## src/rtl/primes_seq.sv

```systemverilog
// Iterative primality tester: trial division by 2, 3, 5, 7, ... with a restoring
// shift-subtract divider, stopping at the first divisor or once d*d exceeds the operand.
module primes_seq #(
  parameter int WIDTH = 8
) (
  input  logic             clk,
  input  logic             rst,
  input  logic             start,
  input  logic [WIDTH-1:0] x,
  output logic             busy,
  output logic             done,
  output logic             z,
  output logic [WIDTH-1:0] factor
);

  localparam int CNT_W = $clog2(WIDTH);

  typedef enum logic [2:0] {
    S_IDLE,
    S_CHECK,
    S_DIV,
    S_EVAL,
    S_DONE
  } state_t;

  state_t state, state_n;

  logic [WIDTH-1:0] opnd;
  logic [WIDTH-1:0] dvsr;
  logic [WIDTH-1:0] rem;
  logic [WIDTH-1:0] quo;
  logic [CNT_W-1:0] cnt;

  logic [WIDTH-1:0]   dvsr_next;
  logic               sq_over;
  logic [2*WIDTH-1:0] step;
  logic               trivial;
  logic               last_bit;

  // One restoring-division step: shift the next dividend bit into the partial
  // remainder and subtract the divisor when it fits. Returns {remainder, quotient}.
  function automatic logic [2*WIDTH-1:0] div_step(input logic [WIDTH-1:0] r,
                                                  input logic [WIDTH-1:0] q,
                                                  input logic [WIDTH-1:0] dv);
    logic [WIDTH:0]   sh;
    logic [WIDTH-1:0] qn;
    sh = {r, q[WIDTH-1]};
    if (sh >= {1'b0, dv}) begin
      sh = sh - {1'b0, dv};
      qn = {q[WIDTH-2:0], 1'b1};
    end else begin
      qn = {q[WIDTH-2:0], 1'b0};
    end
    return {sh[WIDTH-1:0], qn};
  endfunction

  function automatic logic [WIDTH-1:0] next_divisor(input logic [WIDTH-1:0] dv);
    return (dv == WIDTH'(2)) ? WIDTH'(3) : dv + WIDTH'(2);
  endfunction

  // Square taken at double width so it cannot wrap for any operand.
  function automatic logic square_exceeds(input logic [WIDTH-1:0] dv,
                                          input logic [WIDTH-1:0] op);
    logic [2*WIDTH-1:0] sq;
    sq = {{WIDTH{1'b0}}, dv} * {{WIDTH{1'b0}}, dv};
    return sq > {{WIDTH{1'b0}}, op};
  endfunction

  assign dvsr_next = next_divisor(dvsr);
  assign sq_over   = square_exceeds(dvsr_next, opnd);
  assign step      = div_step(rem, quo, dvsr);
  assign trivial   = opnd < WIDTH'(4);
  assign last_bit  = (cnt == CNT_W'(WIDTH - 1));

  always_ff @(posedge clk or posedge rst) begin
    if (rst) begin
      state <= S_IDLE;
    end else begin
      state <= state_n;
    end
  end

  always_comb begin
    state_n = state;
    busy    = 1'b0;
    done    = 1'b0;
    case (state)
      S_IDLE: begin
        if (start) state_n = S_CHECK;
      end
      S_CHECK: begin
        busy    = 1'b1;
        state_n = trivial ? S_DONE : S_DIV;
      end
      S_DIV: begin
        busy = 1'b1;
        if (last_bit) state_n = S_EVAL;
      end
      S_EVAL: begin
        busy    = 1'b1;
        state_n = ((rem == '0) || sq_over) ? S_DONE : S_DIV;
      end
      S_DONE: begin
        done    = 1'b1;
        state_n = S_IDLE;
      end
      default: state_n = S_IDLE;
    endcase
  end

  always_ff @(posedge clk or posedge rst) begin
    if (rst) begin
      opnd   <= '0;
      dvsr   <= '0;
      rem    <= '0;
      quo    <= '0;
      cnt    <= '0;
      z      <= 1'b0;
      factor <= '0;
    end else begin
      case (state)
        S_IDLE: begin
          if (start) opnd <= x;
        end
        S_CHECK: begin
          if (trivial) begin
            z      <= (opnd >= WIDTH'(2));
            factor <= '0;
          end else begin
            dvsr <= WIDTH'(2);
            rem  <= '0;
            quo  <= opnd;
            cnt  <= '0;
          end
        end
        S_DIV: begin
          rem <= step[2*WIDTH-1:WIDTH];
          quo <= step[WIDTH-1:0];
          cnt <= cnt + CNT_W'(1);
        end
        S_EVAL: begin
          if (rem == '0) begin
            z      <= 1'b0;
            factor <= dvsr;
          end else if (sq_over) begin
            z      <= 1'b1;
            factor <= '0;
          end else begin
            // Reload the dividend and retry with the next candidate divisor.
            dvsr <= dvsr_next;
            rem  <= '0;
            quo  <= opnd;
            cnt  <= '0;
          end
        end
        default: ;
      endcase
    end
  end

endmodule

```

## config.mk

```make
export PLATFORM = sky130hd
export DESIGN_NAME = primes_seq
export DESIGN_NICKNAME = d
export VERILOG_FILES = /design/src/rtl/primes_seq.sv
export SDC_FILE = /design/constraint.sdc
export NUM_CORES = 1
export LEC_CHECK = 0
export BUFFER_PORTS_ARGS = -buffer_cell sky130_fd_sc_hd__buf_2
export CAP_MARGIN = 10
export CORE_MARGIN = 5
export CORE_UTILIZATION = 50
export CTS_CLUSTER_SIZE = 12
export DETAILED_ROUTE_END_ITERATION = 10
export PLACE_DENSITY_LB_ADDON = 0.25
export SLEW_MARGIN = 25
export SYNTH_ARGS = -nofsm -noshare
export SYNTH_HDL_FRONTEND = slang
export SYNTH_SLANG_ARGS = --single-unit
```

## constraint.sdc

```tcl
create_clock -name clk -period 9.69 [get_ports clk]
set_input_delay 1.938 -clock clk [delete_from_list [all_inputs] [get_ports clk]]
set_output_delay 1.938 -clock clk [all_outputs]
set_load 0.05 [all_outputs]
```

==> impl_metrics.yaml <==
clock_tree:
  numClockSinks: 47
  h-tree-depth: 2
  cts-root-buf: "clkbuf_8"
  clockBufferDepth: 2
  clkSlewWorstSetupHoldPaths_ps: 100
  cts_hold_buf: 0
  cts_resized: 0
  cts_setup_buffers: 0
  cts_inserted_buffers: 5
  clk_latency_ps: 300
  cts_tree: "done"
outcome:
  outcome: "finished, final reports clean"
timing:
  maxSlewViolCount: 0
  clock_skew_ps: 15.2
  setup_viol: 0
  fin_tns_setup_ps: 0
  timing.fmax_mhz: 139
  tightestPinTransition_ps: 798
  maxSlewHeadroom_pct: 46.4
  timing.hold.ws_ps: 509
  finalCritPeriodShare_pct: 74.3
  hold_viol_final: 0
  fin_crit_ps: 7200
  rsz0062_at_grt: "false"
  finalWorstSetupSlack_ps: 2490
pwr:
  p_comb_share_pct: 64.3
  power_frac_seq_pct: 26.5
  clkPwrFrac_pct: 9.2
  p_per_area_nw_per_um2: 273
  ir_worst_vdd_mv: 0.148
  internal_power_uw: 682
  p_sw_share_pct: 47.9
  power.leakage_nw: 2.40
  p_switching_uw: 627
critical_path:
  critPathBufInv: 4
  cpPeakStageDelay_ps: 700
  crit_chain: "ha_1, nand3_1, xnor2_1, inv_1, nand2_1, inv_1, fa_1, fa_1, inv_1, fa_1, fa_1, inv_1, ha_1, o211ai_1, a21oi_4, o21ai_0, a31oi_1, xor2_1, nor4_1, or3_1, a22o_1"
  r2r_slack_ps: 2490
  required_ps: 9870
  crit_family: "adder cells"
  critPathKind: "flip-flop to flip-flop"
  cp_slowest_cell: "dfrtp_1"
  start_kind: "flip-flop"
  cp-end-kind: "flip-flop"
  crit_arrival_ps: 7380
  crit_fanout: 17
yosys:
  synthTopCellsByArea: "dfrtp_1, ha_1, fa_1"
  synthFlopType: "dfrtp_1"
  avgSynthCellArea_sq_um: 9.06
  synth-edff-count: 0
  synth_compound_gate_area_share_pct: 16.9
  ys_seq_area_share_pct: 26.2
  yosysWarnings: 0
  yosys_register_bits: 47
  postSynthCellCount: 495
  yosys.area_share.simple_pct: 15.3
  synth_top_area_share_pct: 26.2
  synth_top_family_by_area: "adder cells"
  synth_xor_xnor_area_share_pct: 4.10
  async_flop_share_pct: 100
  synth_nets: 579
  synth-adder-area-share_pct: 24.7
  synth_top_area_cell: "dfrtp_1"
  synthMuxAreaShare_pct: 5.16
  synth_cell_types: 55
  synth_area_sq_um: 4480
floorplan:
  start_util_pct: 51.4
  core_area_sq_um: 8720
  dieWidth_um: 105
  dieArea_sq_um: 11000
  io_pins: 22
  std_cell_rows: 34
  die_y_um: 105
finish:
  fillers: 794
  final_cells: 622
  stdcell_area_sq_um: 4790
  fin_nets: 597
  antenna_cells: 0
  area_delta_synth_final_pct: 6.81
  layout-drive-gt1-share_pct: 11.5
  final_common_cell: "inv_1"
  final_cell_mix: "inv_1, nor2_1, ha_1, dfrtp_1, nand2_1"
drt:
  final_antenna_net_count: 0
  drt_iter0_markers: 155
  drc_errors: 0
  wire_per_inst_um: 15.6
  drt_wl_total_um: 9730
  num_vias: 3484
  dr.pass1.iters: 4
  viasPerCell: 5.60
global_routing:
  met2_usage_pct: 30.3
  antenna_found_initial: 0
  grt_pass1_wl_um: 17000
  grt_use_total_pct: 18.4
  grt_use_met1_pct: 25.8
  grt_start_max_net_pins: 48
  grt_pass1_vias: 3531
  met3_usage_pct: 1.85
  overflow: 0
  busiest_layer: "met2"
place:
  place_ws_ps: 2540
  io_buffers: 21
  dpl.hpwl_um: 7980
  dp.cells: 614
  gp_congestion: 0.830
  placed_area_sq_um: 4690
worst_hold_path:
  hp-class: "flip-flop to flip-flop"
run:
  maxCapViolations: 0
## worst register-to-register path, delay by kind of cell (launching register included)
family	cells	cell delay, ps
xor gates and xnor gates	2	1080
DFF	1	700
buffers and inverters	4	430
and+or+nand+nor	4	940
AOI/OAI and AO/OA	5	1140
adders and majority gates	6	2810
## kinds of logic (layout without fill, tap and decap cells)
group                      count (synthesis)  in the layout
AOI/OAI and AO/OA                        109            109
xor gates and xnor gates                  21             21
adders and majority gates                 73             73
buffers and inverters                     85            104
DFF                                       47             47
muxes                                     19             19
and+or+nand+nor                          141            141
## Yosys cell counts, types with 7 or more instances
cell type,instances
nand2_1,27
nor2_1,56
fa_1,26
nand4_1,8
a22o_1,12
nor3_1,9
a21oi_1,26
o21ai_0,23
xnor2_1,15
ha_1,47
mux2_4,7
nand3_1,11
mux2i_1,7
o22ai_1,7
dfrtp_1,47
inv_1,73
## layer usage
layer / up-vias / part of all wire, %
met4: 0 / 1.6
met1: 1705 / 48
li1: 1727 / -
met3: 10 / 1.8
met5: - / 0
met2: 42 / 49
## state kept, by name, indices dropped and copies added (netlist names)
name / flops
z: 1
factor: 8
dvsr: 8
cnt: 3
state: 3
quo: 8
opnd: 8
rem: 8
## area by class of cell
type                    instances  area (sq um)  area share [%]
inverters                      73           275            5.75
well taps                     108           135            2.82
multi-input cells             363          2990            62.5
clock inverters                 3          22.5           0.470
flip-flops and latches         47          1180            24.6
clock buffers                   5          68.8            1.44
repair buffers                 23           120            2.51
## worst paths after layout
| path | to | depth (start not counted) | startpoint |
|---|---|---|---|
| worst max-delay path | factor[6] | 21 | dvsr[1] |
| worst min-delay path | factor[7] | 1 | factor[7] |
| worst max register to register | factor[6] | 21 | dvsr[1] |
| worst min register to register | factor[7] | 1 | factor[7] |
| max in group asynchronous | dvsr[4] | 2 | rst |
| min in group asynchronous | quo[2] | 2 | rst |
## power groups by stage
stage	logic [mW]	clock network [mW]	registers [mW]
floorplan	0.675	0	0.326
global placement	0.814	0	0.345
detailed placement	0.838	0	0.347
CTS	0.843	0.124	0.344
global route	0.944	0.134	0.358
finish	0.841	0.121	0.347
## stage by stage
step / util (%) / power (mW)
after global placement: 53.8 / 1.16
after CTS: 54.8 / 1.31
after detailed placement: 53.8 / 1.19
after floorplan: - / 1.00
final: 54.9 / 1.31
after global routing: 54.9 / 1.44
Power figures use the tool's default switching activity.
